**config.mk**
```make
export PLATFORM = sky130hd
export DESIGN_NAME = fb_port_arbiter
export DESIGN_NICKNAME = d
export VERILOG_FILES = /design/src/rtl/fb_pkg.sv /design/src/rtl/fb_wr_fifo.sv /design/src/rtl/fb_port_arbiter.sv
export SDC_FILE = /design/constraint.sdc
export NUM_CORES = 1
export LEC_CHECK = 0
export CORE_UTILIZATION = 53
export CTS_CLUSTER_SIZE = 12
export DETAILED_ROUTE_END_ITERATION = 8
export PLACE_DENSITY = 0.8
export SLEW_MARGIN = 40
export SYNTH_ARGS = -nofsm -noshare
export SYNTH_HDL_FRONTEND = slang
export SYNTH_SLANG_ARGS = --single-unit
```
**constraint.sdc**
```tcl
create_clock -name clk -period 3.3 [get_ports clk]
set_input_delay 0.66 -clock clk [delete_from_list [all_inputs] [get_ports clk]]
set_output_delay 0.66 -clock clk [all_outputs]
set_load 0.01 [all_outputs]
```
**src/rtl/fb_pkg.sv**
```systemverilog
// Shared frame-buffer geometry, types and fill FSM states for the
// frame-buffer port arbiter.
package fb_pkg;

    localparam int unsigned FB_W      = 320;
    localparam int unsigned FB_H      = 240;
    localparam int unsigned MEM_WORDS = FB_W * FB_H;
    localparam int unsigned ADDR_W    = 17;
    localparam int unsigned DATA_W    = 16;

    typedef logic [DATA_W-1:0] pixel_t;
    typedef logic [ADDR_W-1:0] fb_addr_t;

    typedef enum logic [1:0] {
        IDLE,
        FILL,
        DRAIN
    } fill_state_e;

endpackage

```
**src/rtl/fb_wr_fifo.sv**
```systemverilog
// Small synchronous FIFO that buffers camera writes while the display
// read path holds the frame-buffer port.
module fb_wr_fifo
    import fb_pkg::*;
#(
    parameter int unsigned Width = ADDR_W + DATA_W,
    parameter int unsigned Depth = 4
) (
    input  logic                   clk,
    input  logic                   reset_n,
    input  logic                   push,
    input  logic                   pop,
    input  logic [Width-1:0]       wdata,
    output logic [Width-1:0]       rdata,
    output logic                   full,
    output logic                   empty,
    output logic [$clog2(Depth):0] count
);

    localparam int unsigned PtrW = $clog2(Depth);

    logic [Width-1:0] mem_q [Depth];
    logic [PtrW-1:0]  wr_ptr_q, rd_ptr_q;
    logic [PtrW:0]    count_q;

    always_ff @(posedge clk or negedge reset_n) begin
        if (!reset_n) begin
            wr_ptr_q <= '0;
            rd_ptr_q <= '0;
            count_q  <= '0;
        end else begin
            if (push) wr_ptr_q <= wr_ptr_q + 1'b1;
            if (pop)  rd_ptr_q <= rd_ptr_q + 1'b1;
            case ({push, pop})
                2'b10:   count_q <= count_q + 1'b1;
                2'b01:   count_q <= count_q - 1'b1;
                default: count_q <= count_q;
            endcase
        end
    end

    // Storage needs no reset: a cleared count makes stale entries invisible.
    always_ff @(posedge clk) begin
        if (push) mem_q[wr_ptr_q] <= wdata;
    end

    assign rdata = mem_q[rd_ptr_q];
    assign full  = (count_q == (PtrW + 1)'(Depth));
    assign empty = (count_q == '0);
    assign count = count_q;

endmodule

```
**src/rtl/fb_port_arbiter.sv**
```systemverilog
// Arbitrates one single-port frame-buffer BRAM between display reads (priority),
// buffered camera writes and a solid-colour fill engine, with a write starvation guard.
module fb_port_arbiter
    import fb_pkg::*;
#(
    parameter int unsigned ADDR_W       = fb_pkg::ADDR_W,
    parameter int unsigned DATA_W       = fb_pkg::DATA_W,
    parameter int unsigned MEM_WORDS    = fb_pkg::MEM_WORDS,
    parameter int unsigned WFIFO_DEPTH  = 4,
    parameter int unsigned MAX_RD_BURST = 8
) (
    input  logic              clk,
    input  logic              reset_n,
    input  logic              wr_valid,
    output logic              wr_ready,
    input  logic [ADDR_W-1:0] wr_addr,
    input  logic [DATA_W-1:0] wr_data,
    input  logic              rd_valid,
    output logic              rd_ready,
    input  logic [ADDR_W-1:0] rd_addr,
    output logic [DATA_W-1:0] rd_data,
    output logic              rd_data_valid,
    input  logic              fill_start,
    input  logic [DATA_W-1:0] fill_color,
    output logic              fill_busy,
    output logic              fill_done,
    output logic              addr_err,
    input  logic              clr_err,
    output logic              mem_en,
    output logic              mem_we,
    output logic [ADDR_W-1:0] mem_addr,
    output logic [DATA_W-1:0] mem_wdata,
    input  logic [DATA_W-1:0] mem_rdata
);

    localparam int unsigned ENTRY_W = ADDR_W + DATA_W;
    localparam int unsigned CNT_W   = $clog2(MAX_RD_BURST + 1);
    localparam int unsigned FCNT_W  = $clog2(WFIFO_DEPTH) + 1;

    localparam logic [ADDR_W-1:0] AddrLimit = ADDR_W'(MEM_WORDS);
    localparam logic [ADDR_W-1:0] AddrLast  = ADDR_W'(MEM_WORDS - 1);
    localparam logic [CNT_W-1:0]  BurstMax  = CNT_W'(MAX_RD_BURST);

    fill_state_e       state_q, state_d;
    logic [ADDR_W-1:0] fill_ptr_q, fill_ptr_d;
    logic [DATA_W-1:0] fill_color_q, fill_color_d;
    logic [CNT_W-1:0]  burst_cnt_q, burst_cnt_d;
    logic              rd_pend_q, rd_oob_q;
    logic [DATA_W-1:0] rd_hold_q, rd_now;
    logic              addr_err_q, addr_err_set;

    logic               fifo_push, fifo_pop, fifo_full, fifo_empty;
    logic [ENTRY_W-1:0] fifo_head;
    logic [FCNT_W-1:0]  fifo_count;
    logic               unused_fifo_count;

    logic wr_in_range, rd_in_range, wr_accept;
    logic write_pending, rd_grant, wr_grant, fill_grant;

    fb_wr_fifo #(
        .Width (ENTRY_W),
        .Depth (WFIFO_DEPTH)
    ) u_wr_fifo (
        .clk     (clk),
        .reset_n (reset_n),
        .push    (fifo_push),
        .pop     (fifo_pop),
        .wdata   ({wr_addr, wr_data}),
        .rdata   (fifo_head),
        .full    (fifo_full),
        .empty   (fifo_empty),
        .count   (fifo_count)
    );

    assign unused_fifo_count = ^fifo_count;

    assign wr_in_range = (wr_addr < AddrLimit);
    assign rd_in_range = (rd_addr < AddrLimit);

    assign wr_ready  = !fifo_full && (state_q == IDLE);
    assign wr_accept = wr_valid && wr_ready;
    // Out-of-range writes complete the handshake but are dropped here.
    assign fifo_push = wr_accept && wr_in_range;

    assign write_pending = !fifo_empty || (state_q == FILL);
    assign rd_grant      = rd_valid && !(write_pending && (burst_cnt_q == BurstMax));
    assign wr_grant      = write_pending && !rd_grant;
    // Queued camera writes drain before any fill write is issued.
    assign fifo_pop      = wr_grant && !fifo_empty;
    assign fill_grant    = wr_grant && fifo_empty;

    assign rd_ready = reset_n && rd_grant;
    assign mem_en   = reset_n && ((rd_grant && rd_in_range) || wr_grant);
    assign mem_we   = reset_n && wr_grant;

    always_comb begin
        mem_addr  = '0;
        mem_wdata = '0;
        if (rd_grant) begin
            mem_addr = rd_addr;
        end else if (fifo_pop) begin
            mem_addr  = fifo_head[ENTRY_W-1 -: ADDR_W];
            mem_wdata = fifo_head[DATA_W-1:0];
        end else if (fill_grant) begin
            mem_addr  = fill_ptr_q;
            mem_wdata = fill_color_q;
        end
    end

    always_comb begin
        state_d      = state_q;
        fill_ptr_d   = fill_ptr_q;
        fill_color_d = fill_color_q;
        case (state_q)
            IDLE: begin
                if (fill_start) begin
                    state_d      = FILL;
                    fill_ptr_d   = '0;
                    fill_color_d = fill_color;
                end
            end
            FILL: begin
                if (fill_grant) begin
                    if (fill_ptr_q == AddrLast) state_d = DRAIN;
                    else                        fill_ptr_d = fill_ptr_q + 1'b1;
                end
            end
            DRAIN:   state_d = IDLE;
            default: state_d = IDLE;
        endcase
    end

    always_comb begin
        burst_cnt_d = burst_cnt_q;
        if (!write_pending || wr_grant) begin
            burst_cnt_d = '0;
        end else if (rd_grant && (burst_cnt_q != BurstMax)) begin
            burst_cnt_d = burst_cnt_q + 1'b1;
        end
    end

    assign addr_err_set = (wr_accept && !wr_in_range) || (rd_grant && !rd_in_range);
    assign rd_now       = rd_oob_q ? '0 : mem_rdata;

    always_ff @(posedge clk or negedge reset_n) begin
        if (!reset_n) begin
            state_q      <= IDLE;
            fill_ptr_q   <= '0;
            fill_color_q <= '0;
            burst_cnt_q  <= '0;
            rd_pend_q    <= 1'b0;
            rd_oob_q     <= 1'b0;
            rd_hold_q    <= '0;
            addr_err_q   <= 1'b0;
        end else begin
            state_q      <= state_d;
            fill_ptr_q   <= fill_ptr_d;
            fill_color_q <= fill_color_d;
            burst_cnt_q  <= burst_cnt_d;
            rd_pend_q    <= rd_grant;
            rd_oob_q     <= !rd_in_range;
            if (rd_pend_q) rd_hold_q <= rd_now;
            if (addr_err_set)  addr_err_q <= 1'b1;
            else if (clr_err)  addr_err_q <= 1'b0;
        end
    end

    assign rd_data_valid = rd_pend_q;
    assign rd_data       = rd_pend_q ? rd_now : rd_hold_q;
    assign fill_busy     = (state_q == FILL);
    assign fill_done     = (state_q == DRAIN);
    assign addr_err      = addr_err_q;

endmodule
```
==> impl_results.md, run 1 <==
* Status: finished clean
* Achievable Freq at between 300 and 400 MHz
* Synth Flop Type: edfxtp_1
* Area delta synth->final at 33.7%
* FF-to-FF setup slack at 0.79 ns
* Hold-fix buffers, CTS at 0
* CTS tree: yes
* Root Driver: clkbuf_16
* Power density cells at 656 nW/um^2
* FF-to-FF path depth at 12
* Final period util at 0.998
* Post-synth EDFFs at ~130
* Top sig layer: met4
* FP Rows at 45
* Post-route ant nets at 0
* Port bufs at approximately 140
* Clock sinks at 197
* # setup viols final at 0
* Bufs and invs on worst path at 3
* Hold Fails Final Rpt at 0
* First DRT Iteration DRCs at around 410
* First-pass GRT wire length at between 30000 and 40000 um
* Fin cells at between 900 and 1000
* Final wirelength at between 20000 and 25000 um
* Leakage at between 4 and 5 nW
* Drt pass-1 iters at 8
* CTS H-tree depth at 4
* Worst min path class: in -> async
* Vias per std cell at approximately 5.8
* Core area at approximately 15000 sq um
* Dpl hpwl at around 13000 um
* Maximum vdd drop at 484 uV
* Largest net degree at the start of global routing at 28
* Final #Nets at between 800 and 900
* Antenna violations before repair at 1
* Layout cells sized above 1 at 0.218
* Synthesis-stage register bit count at slightly below 200
* Met1 WL at between 7000 and 8000 um
* Met3 routed WL at about 1400 um
* Gr ovfl total at 0
* Fin. max-slew vios at 0
* WP data required at roughly 2.6 ns
* Initial Util at 0.548
* CTS max path bufs at 2
* Synth warn at 0
* Clk_lat worst skew at between 0.4 and 0.5 ns
* Hold slack at about 0.11 ns
* Max_cap viols at 0
* Final Power at around 7.4 mW
* Worst setup path end: rd_ready
* Post-synthesis cell type count at 51
* Wire length on met2 at ~10000 um
* Max_slew headroom at 0.458
* Netlist Area Pre-Place at between 8000 and 9000 sq um
* Avg Inst Size Synth at around 16 sq um
* Max stage delay on crit path at roughly 0.58 ns
* Critical Path AT at about 2.6 ns
* Vias in the first global route at approximately 5700
* Clock Skew at 0.00941 ns
* Critical path cell sequence: or3_4 > nor2_2 > o21ai_4 > buf_4 > inv_1 > and2_1 > clkdlybuf4s50_1
* CP startpoint: u_wr_fifo.count[1]
* Async S/R FF share, synth at 0.330
* Sequential area share after synthesis at 0.663
* Worst-margin pin slew at ~0.8 ns
* RD Place Congestion at between 0.8 and 0.9
* Clk slew on worst S/H paths at 0.07 ns
* Die Height at ~130 um
* Tmin final at roughly 3.3 ns
* CP Class: reg -> out
* Setup crit end kind: output pin
* Worst setup SP type: flip-flop
* Worst path slowest cell: clkdlybuf4s50_1
* Pre-CTS setup slack at 0.0117 ns
* Post-DR wirelength/cell at ~21 um
* Post-route DRC at 0
* Placed cells at 894
* Largest delay share family, worst path: buffers and inverters
* Syn nets at between 600 and 700
* Crit Path Max Fanout at 4
* Die area at between 15000 and 20000 sq um
* Tot GR Track Use at 0.257
* Die X-Extent at approximately 130 um
* RR Endpoint: u_wr_fifo.count[2]
* DR vias at between 5000 and 6000
* CTS Buf Count at 17
* Mapped Cells at between 500 and 600
* Fin worst setup slack at around 0.0075 ns
* IO Pins at about 150
* Crit. path cell count at 7
* FF-to-FF Start: burst_cnt_q[0]
[logic make-up after synthesis]
group / synth area share
flip-flops: 0.663
AND/OR/NAND/NOR: 0.0713
AO/OA/AOI/OAI: 0.0641
multiplexers: 0.148
buffers and inverters: 0.0307
adder cells (fa/ha/maj): 0.0143
XOR/XNOR: 0.00832
[area by class of cell]
| type | count | area, sq um |
|---|---|---|
| well taps | 211 | 264 |
| clock inverters | 15 | 221 |
| diodes | 1 | 2.50 |
| repair buffers | 198 | 2030 |
| fillers | 960 | 4110 |
| inverters | 32 | 120 |
| flip-flops and latches | 197 | 5590 |
| clock buffers | 17 | 425 |
| multi-input cells | 285 | 2610 |
[how the worst min path moves through the flow]
stage	from	endpoint	cells past startpoint
floorplan	reset_n	addr_err	0
global placement	burst_cnt_q[0]	burst_cnt_q[0]	1
detailed placement	burst_cnt_q[0]	burst_cnt_q[0]	1
CTS	reset_n	fill_ptr_q[14]	1
global route	reset_n	fill_ptr_q[14]	1
finish	reset_n	fill_ptr_q[14]	1
[per-stage QoR]
step	utilization	TNS (ns)	area (sq um)
final	0.733	0	11300
after global routing	0.733	-0.0843	11300
after CTS	0.722	-0.00454	11100
after detailed placement	0.669	0	10300
after global placement	0.669	0	10300
after floorplan	-	0	8430
[cell usage in the layout (no fill, tap or decap), drive strengths merged, types with 2 or more instances in the layout]
master,netlist,routed
a211o,4,4
a21o,2,2
a21oi,4,4
a22o,27,27
and2,6,6
and3,3,3
and4,2,2
buf,16,53
bufbuf,0,2
bufinv,0,4
clkbuf,8,17
clkdlybuf4s15,0,5
clkdlybuf4s50,0,114
clkinv,0,5
dfrtp,65,65
dlygate4sd2,0,13
dlymetal6s2s,0,11
edfxtp,132,132
ha,8,8
inv,32,37
mux2,34,34
mux2i,12,12
mux4,33,33
nand2,48,48
nand2b,3,3
nand3,14,14
nand3b,2,2
nand4,8,8
nand4bb,2,2
nor2,13,13
nor2b,2,2
nor3,4,4
nor4,6,6
o211ai,3,3
o21ai,22,22
o311ai,2,2
or4,3,3
xnor2,5,5
xor2,3,3
[synthesized netlist by cell type (3+ instances only)]
cell,count,area (sq um)
edfxtp_1,132,3960
dfrtp_1,65,1630
nand2_1,47,176
mux4_2,33,743
inv_1,32,120
mux2_2,28,315
a22o_1,27,236
o21ai_0,20,100
nand3_1,14,70.1
nor2_1,13,48.8
mux2i_1,12,120
buf_2,9,45.0
clkbuf_1,8,30.0
ha_1,8,100
nand4_1,8,50.1
and2_1,6,37.5
mux2_1,6,67.6
nor4_1,5,31.3
xnor2_1,5,43.8
a211o_1,4,35.0
a21oi_1,4,20.0
buf_6,4,45.0
nor3_1,4,20.0
and3_1,3,18.8
nand2b_1,3,18.8
or4_1,3,22.5
xor2_1,3,26.3
[flip-flops by register name, indices dropped and copies added, names as in the netlist]
signal	flops
addr_err	1
burst_cnt_q	4
fill_color_q	16
fill_ptr_q	17
rd_data_valid	1
rd_hold_q	16
rd_oob_q	1
state_q	2
u_wr_fifo.count	3
u_wr_fifo.mem_q	132
u_wr_fifo.rd_ptr_q	2
u_wr_fifo.wr_ptr_q	2
[worst register-to-register path, cell delays in order, from the launching register on]
cell	delay (ns)
dfrtp_1	0.40
inv_1	0.06
ha_1	0.14
nand3b_1	0.21
buf_6	0.21
a21oi_2	0.19
buf_12	0.18
ha_1	0.20
inv_1	0.06
fa_1	0.37
xor2_1	0.15
nor2_1	0.12
xnor2_1	0.14
[power by group]
part	switching [mW]	internal, mW	leakage [nW]	total, mW
Combinational	1.01	1.28	2.14	2.29
Sequential	0.106	2.76	2.00	2.86
Clock	0.937	1.30	0.314	2.23
[layer usage]
metal  global-route usage  up-vias
met1                0.311     2791
met2                0.446      242
met3               0.0647       32
met4               0.0920        0
met5                    0        -
li1                     -     2450
[what timing repair did]
action                                  4_1_cts  5_1_grt
gates resized for setup                      23       21
setup buffers                                11       16
pin swaps                                     1        1
endpoints found under the setup margin       34       29
gates cloned                                  2        0
Note: power is estimated with default switching activity, not from simulation.
==> run 2, diff against run 1 <==
--- a/config.mk
+++ b/config.mk
@@ -5,11 +5,12 @@
 export SDC_FILE = /design/constraint.sdc
 export NUM_CORES = 1
 export LEC_CHECK = 0
-export CORE_UTILIZATION = 53
+export CORE_UTILIZATION = 55
 export CTS_CLUSTER_SIZE = 12
 export DETAILED_ROUTE_END_ITERATION = 8
-export PLACE_DENSITY = 0.8
+export PLACE_DENSITY = 0.82
 export SLEW_MARGIN = 40
 export SYNTH_ARGS = -nofsm -noshare
 export SYNTH_HDL_FRONTEND = slang
+export SYNTH_HIERARCHICAL = 1
 export SYNTH_SLANG_ARGS = --single-unit
==> constraint.sdc (replaced) <==
create_clock -name clk -period 3.85 [get_ports clk]
set_input_delay 0.77 -clock clk [delete_from_list [all_inputs] [get_ports clk]]
set_output_delay 0.77 -clock clk [all_outputs]
set_load 0.01 [all_outputs]
==> impl_results.md, run 2 <==
* Hold slack at 0.203 ns (was 0.115 ns)
* Worst path slowest cell: dfrtp_2 (was clkdlybuf4s50_1)
* Final wirelength at 18600 um (was 20100 um)
* Post-DR wirelength/cell at 20.2 um (was 21.0 um)
* Post-synth EDFFs at 132 (unchanged)
* Clock sinks at 197 (unchanged)
* Top cells by count, synth: edfxtp_1 (132), dfrtp_1 (65), nand2_1 (52) (was edfxtp_1 (132), dfrtp_1 (65), nand2_1 (47))
* CTS max path bufs at 2 (unchanged)
* Critical Path AT at 2.89 ns (was 2.63 ns)
* Vias in the first global route at 5374 (was 5658)
* Max reg flops at 132 (unchanged)
* Pre-CTS setup slack at 0.326 ns (was 0.0117 ns)
* Synth warn at 6 (was 0)
* FF-to-FF Start: u_wr_fifo/count[0] (was burst_cnt_q[0])
* DR vias at 5322 (was 5515)
* Max_cap viols at 0 (unchanged)
* Root Driver: clkbuf_16 (unchanged)
* Top flop regs: u_wr_fifo/mem_q: 132 flops, fill_ptr_q: 17 flops (was u_wr_fifo.mem_q: 132 flops, fill_ptr_q: 17 flops)
* Port bufs at 144 (unchanged)
* N_diodes at 0 (was 1)
* Maximum vdd drop at 323 uV (was 484 uV)
* Multi-input gate area at 2610 sq um (about the same)
* Number of post-CTS setup repair buffers at 0 (was 11)
* Fin util at 0.709 (was 0.733)
* Setup tns final at 0 ns (unchanged)
* Synthesis-stage register bit count at 197 (unchanged)
* Worst min path class: in -> async (unchanged)
* Worst setup SP type: flip-flop (unchanged)
* Hold-fix buffers, CTS at 0 (unchanged)
* Clk_lat worst skew at 0.43 ns (about the same)
* Sequential cell area at 5590 sq um (about the same)
* WP data required at 3.08 ns (was 2.64 ns)
* RD Place Congestion at 0.810 (was 0.819)
* Avg Inst Size Synth at 15.0 sq um (was 15.7 sq um)
* Post-route ant nets at 0 (unchanged)
* Placed Area at 10200 sq um (was 10300 sq um)
* Layout cells sized above 1 at 0.163 (was 0.218)
* Worst-margin pin slew at 0.722 ns (was 0.806 ns)
* Final period util at 0.950
* Synth top area share at 0.466 (was 0.470)
* CTS H-tree depth at 4 (unchanged)
* Largest net degree at the start of global routing at 52 (was 28)
* Final Power at 5.71 mW (was 7.38 mW)
* Fillers at 951 (was 960)
* Status: finished clean (unchanged)
* Final instance area at 10700 sq um (was 11300 sq um)
* Most common cell after layout, fill and taps aside: clkdlybuf4s50_1 (was edfxtp_1)
* Largest cells by area after synthesis: edfxtp_1 (47%), dfrtp_1 (19%), mux4_2 (7.4%), o21ai_0 (2.6%), nand2_1 (2.3%) (was edfxtp_1 (47%), dfrtp_1 (19%), mux4_2 (8.8%), mux2_2 (3.7%), a22o_1 (2.8%))
* Bufs and invs on worst path at 1 (was 3)
* Reg with most FFs: u_wr_fifo/mem_q (was u_wr_fifo.mem_q)
* CTS Buf Count at 17 (unchanged)
* Die area at 16000 sq um (was 16400 sq um)
* Syn nets at 665 (was 635)
* # setup viols final at 0 (unchanged)
* Power density cells at 532 nW/um^2 (was 656 nW/um^2)
* Antenna violations before repair at 0 (was 1)
* RSZ-0062 raised after global routing: false
* Die X-Extent at 126 um (was 128 um)
* Synth Flop Type: edfxtp_1 (unchanged)
* CP Class: reg -> out (unchanged)
* Core area at 15100 sq um (was 15400 sq um)
* Setup crit end kind: output pin (unchanged)
* Most frequent cells in the layout: clkdlybuf4s50_1 (143), edfxtp_1 (132), dfrtp_1 (63) (was edfxtp_1 (132), clkdlybuf4s50_1 (114), dfrtp_1 (62))
* Dpl hpwl at 12600 um (was 12900 um)
* Critical path cell sequence: mux4_1 > nor2b_1 > a21oi_1 > o21ai_0 > clkdlybuf4s50_1 (was or3_4 > nor2_2 > o21ai_4 > buf_4 > inv_1 > and2_1 > clkdlybuf4s50_1)
* Largest delay share family, worst path: flip-flops (was buffers and inverters)
* Post-synthesis cell type count at 48 (was 51)
* Leakage at 3.90 nW (was 4.46 nW)
* Mapped Cells at 568 (was 538)
* Die Height at 126 um (was 128 um)
* Fin cells at 922 (was 956)
* Fin worst setup slack at 0.193 ns (was 0.00753 ns)
* CP startpoint: u_wr_fifo/rd_ptr_q[0] (was u_wr_fifo.count[1])
* CTS tree: yes (unchanged)
* Sequential area share after synthesis at 0.657 (was 0.663)
* Initial Util at 0.561 (was 0.548)
* Async S/R FF share, synth at 0.330 (unchanged)
* First DRT Iteration DRCs at 358 (was 406)
* FP Rows at 45 (unchanged)
* CTS resizes at 0 (was 23)
* Clk slew on worst S/H paths at 0.07 ns (about the same)
* Final #Nets at 818 (was 828)
* Dominant cell type by area after synthesis: edfxtp_1 (unchanged)
* Max stage delay on crit path at 0.76 ns (was 0.58 ns)
* Netlist Area Pre-Place at 8500 sq um (was 8430 sq um)
* Hold Fails Final Rpt at 0 (unchanged)
* Max_slew headroom at 0.515 (was 0.458)
* Count leader, synth: edfxtp_1 (unchanged)
* Fin. max-slew vios at 0 (unchanged)
* IO Pins at 145 (unchanged)
* Gr ovfl total at 0 (unchanged)
* Tmin final at roughly 3.7 ns
* Achievable Freq at 273 MHz
* Drt pass-1 iters at 5 (was 8)
* Placed cells at 890 (was 894)
* Tot GR Track Use at 0.249 (was 0.257)
* Vias per std cell at 5.77 (about the same)
* Post-route DRC at 0 (unchanged)
* Clock Skew at 0.00658 ns (was 0.00941 ns)
* First-pass GRT wire length at 29500 um (was 30500 um)
* Area delta synth->final at 26.3% (was 33.7%)
* Crit Path Max Fanout at 18 (was 4)
==> run 2: cell types whose count changed after synthesis, moves of 6 or more <==
cell / delta
a21oi_1: +20
a22o_1: -11
mux2_1: -6
mux2_2: -12
mux2i_1: -12
nand3_1: -6
nand4_1: -7
nor2b_1: +19
o21ai_0: +24
o21ai_1: +11
o31ai_2: +8
==> run 2: final cells by class <==
class,instances,share of cell area
Timing Repair Buffer,162,0.152
Clock buffer,18,0.0400
Clock inverter,14,0.0112
Tap cell,188,0.0219
Multi-Input combinational cell,314,0.243
Inverter,29,0.0101
Sequential cell,197,0.521
==> run 2: cell families after synthesis <==
family | count (synthesis) | share of synthesized area
AND/OR/NAND/NOR | 127 | 0.0789
XOR/XNOR | 8 | 0.00824
buffers and inverters | 57 | 0.0375
multiplexers | 49 | 0.111
adder cells (fa/ha/maj) | 9 | 0.0141
flip-flops | 197 | 0.657
AO/OA/AOI/OAI | 121 | 0.0930
==> run 2: power by group <==
| group | switching [mW] | internal, mW | leakage (nW) |
|---|---|---|---|
| registers | 0.151 | 2.34 | 2.02 |
| clock network | 0.796 | 0.842 | 0.256 |
| logic | 0.704 | 0.885 | 1.63 |
==> run 2: final timing paths <==
check,slack (ns),to,cells after the start
max,0.19,mem_addr[14],5
min,0.20,rd_hold_q[5],1
max reg2reg,1.20,fill_ptr_q[6],8
min reg2reg,0.48,burst_cnt_q[0],1
max in group asynchronous,2.66,u_wr_fifo/rd_ptr_q[0],2
min in group clk,0.48,burst_cnt_q[0],1
==> run 2: per-layer routing <==
metal,global-route usage,vias up,part of all wire
li1,-,2439,-
met1,0.329,2673,0.42
met2,0.417,182,0.51
met3,0.0401,28,0.046
met4,0.0978,0,0.018
met5,0,-,0
==> run 3, diff against run 2 <==
--- a/config.mk
+++ b/config.mk
@@ -5,8 +5,8 @@
 export SDC_FILE = /design/constraint.sdc
 export NUM_CORES = 1
 export LEC_CHECK = 0
+export ABC_CLOCK_PERIOD_IN_PS = 3850
 export CORE_UTILIZATION = 55
-export CTS_CLUSTER_SIZE = 12
 export DETAILED_ROUTE_END_ITERATION = 8
 export PLACE_DENSITY = 0.82
 export SLEW_MARGIN = 40
==> results of run 3 <==
Final layout, timing and power as in run 2 (identical DEF).
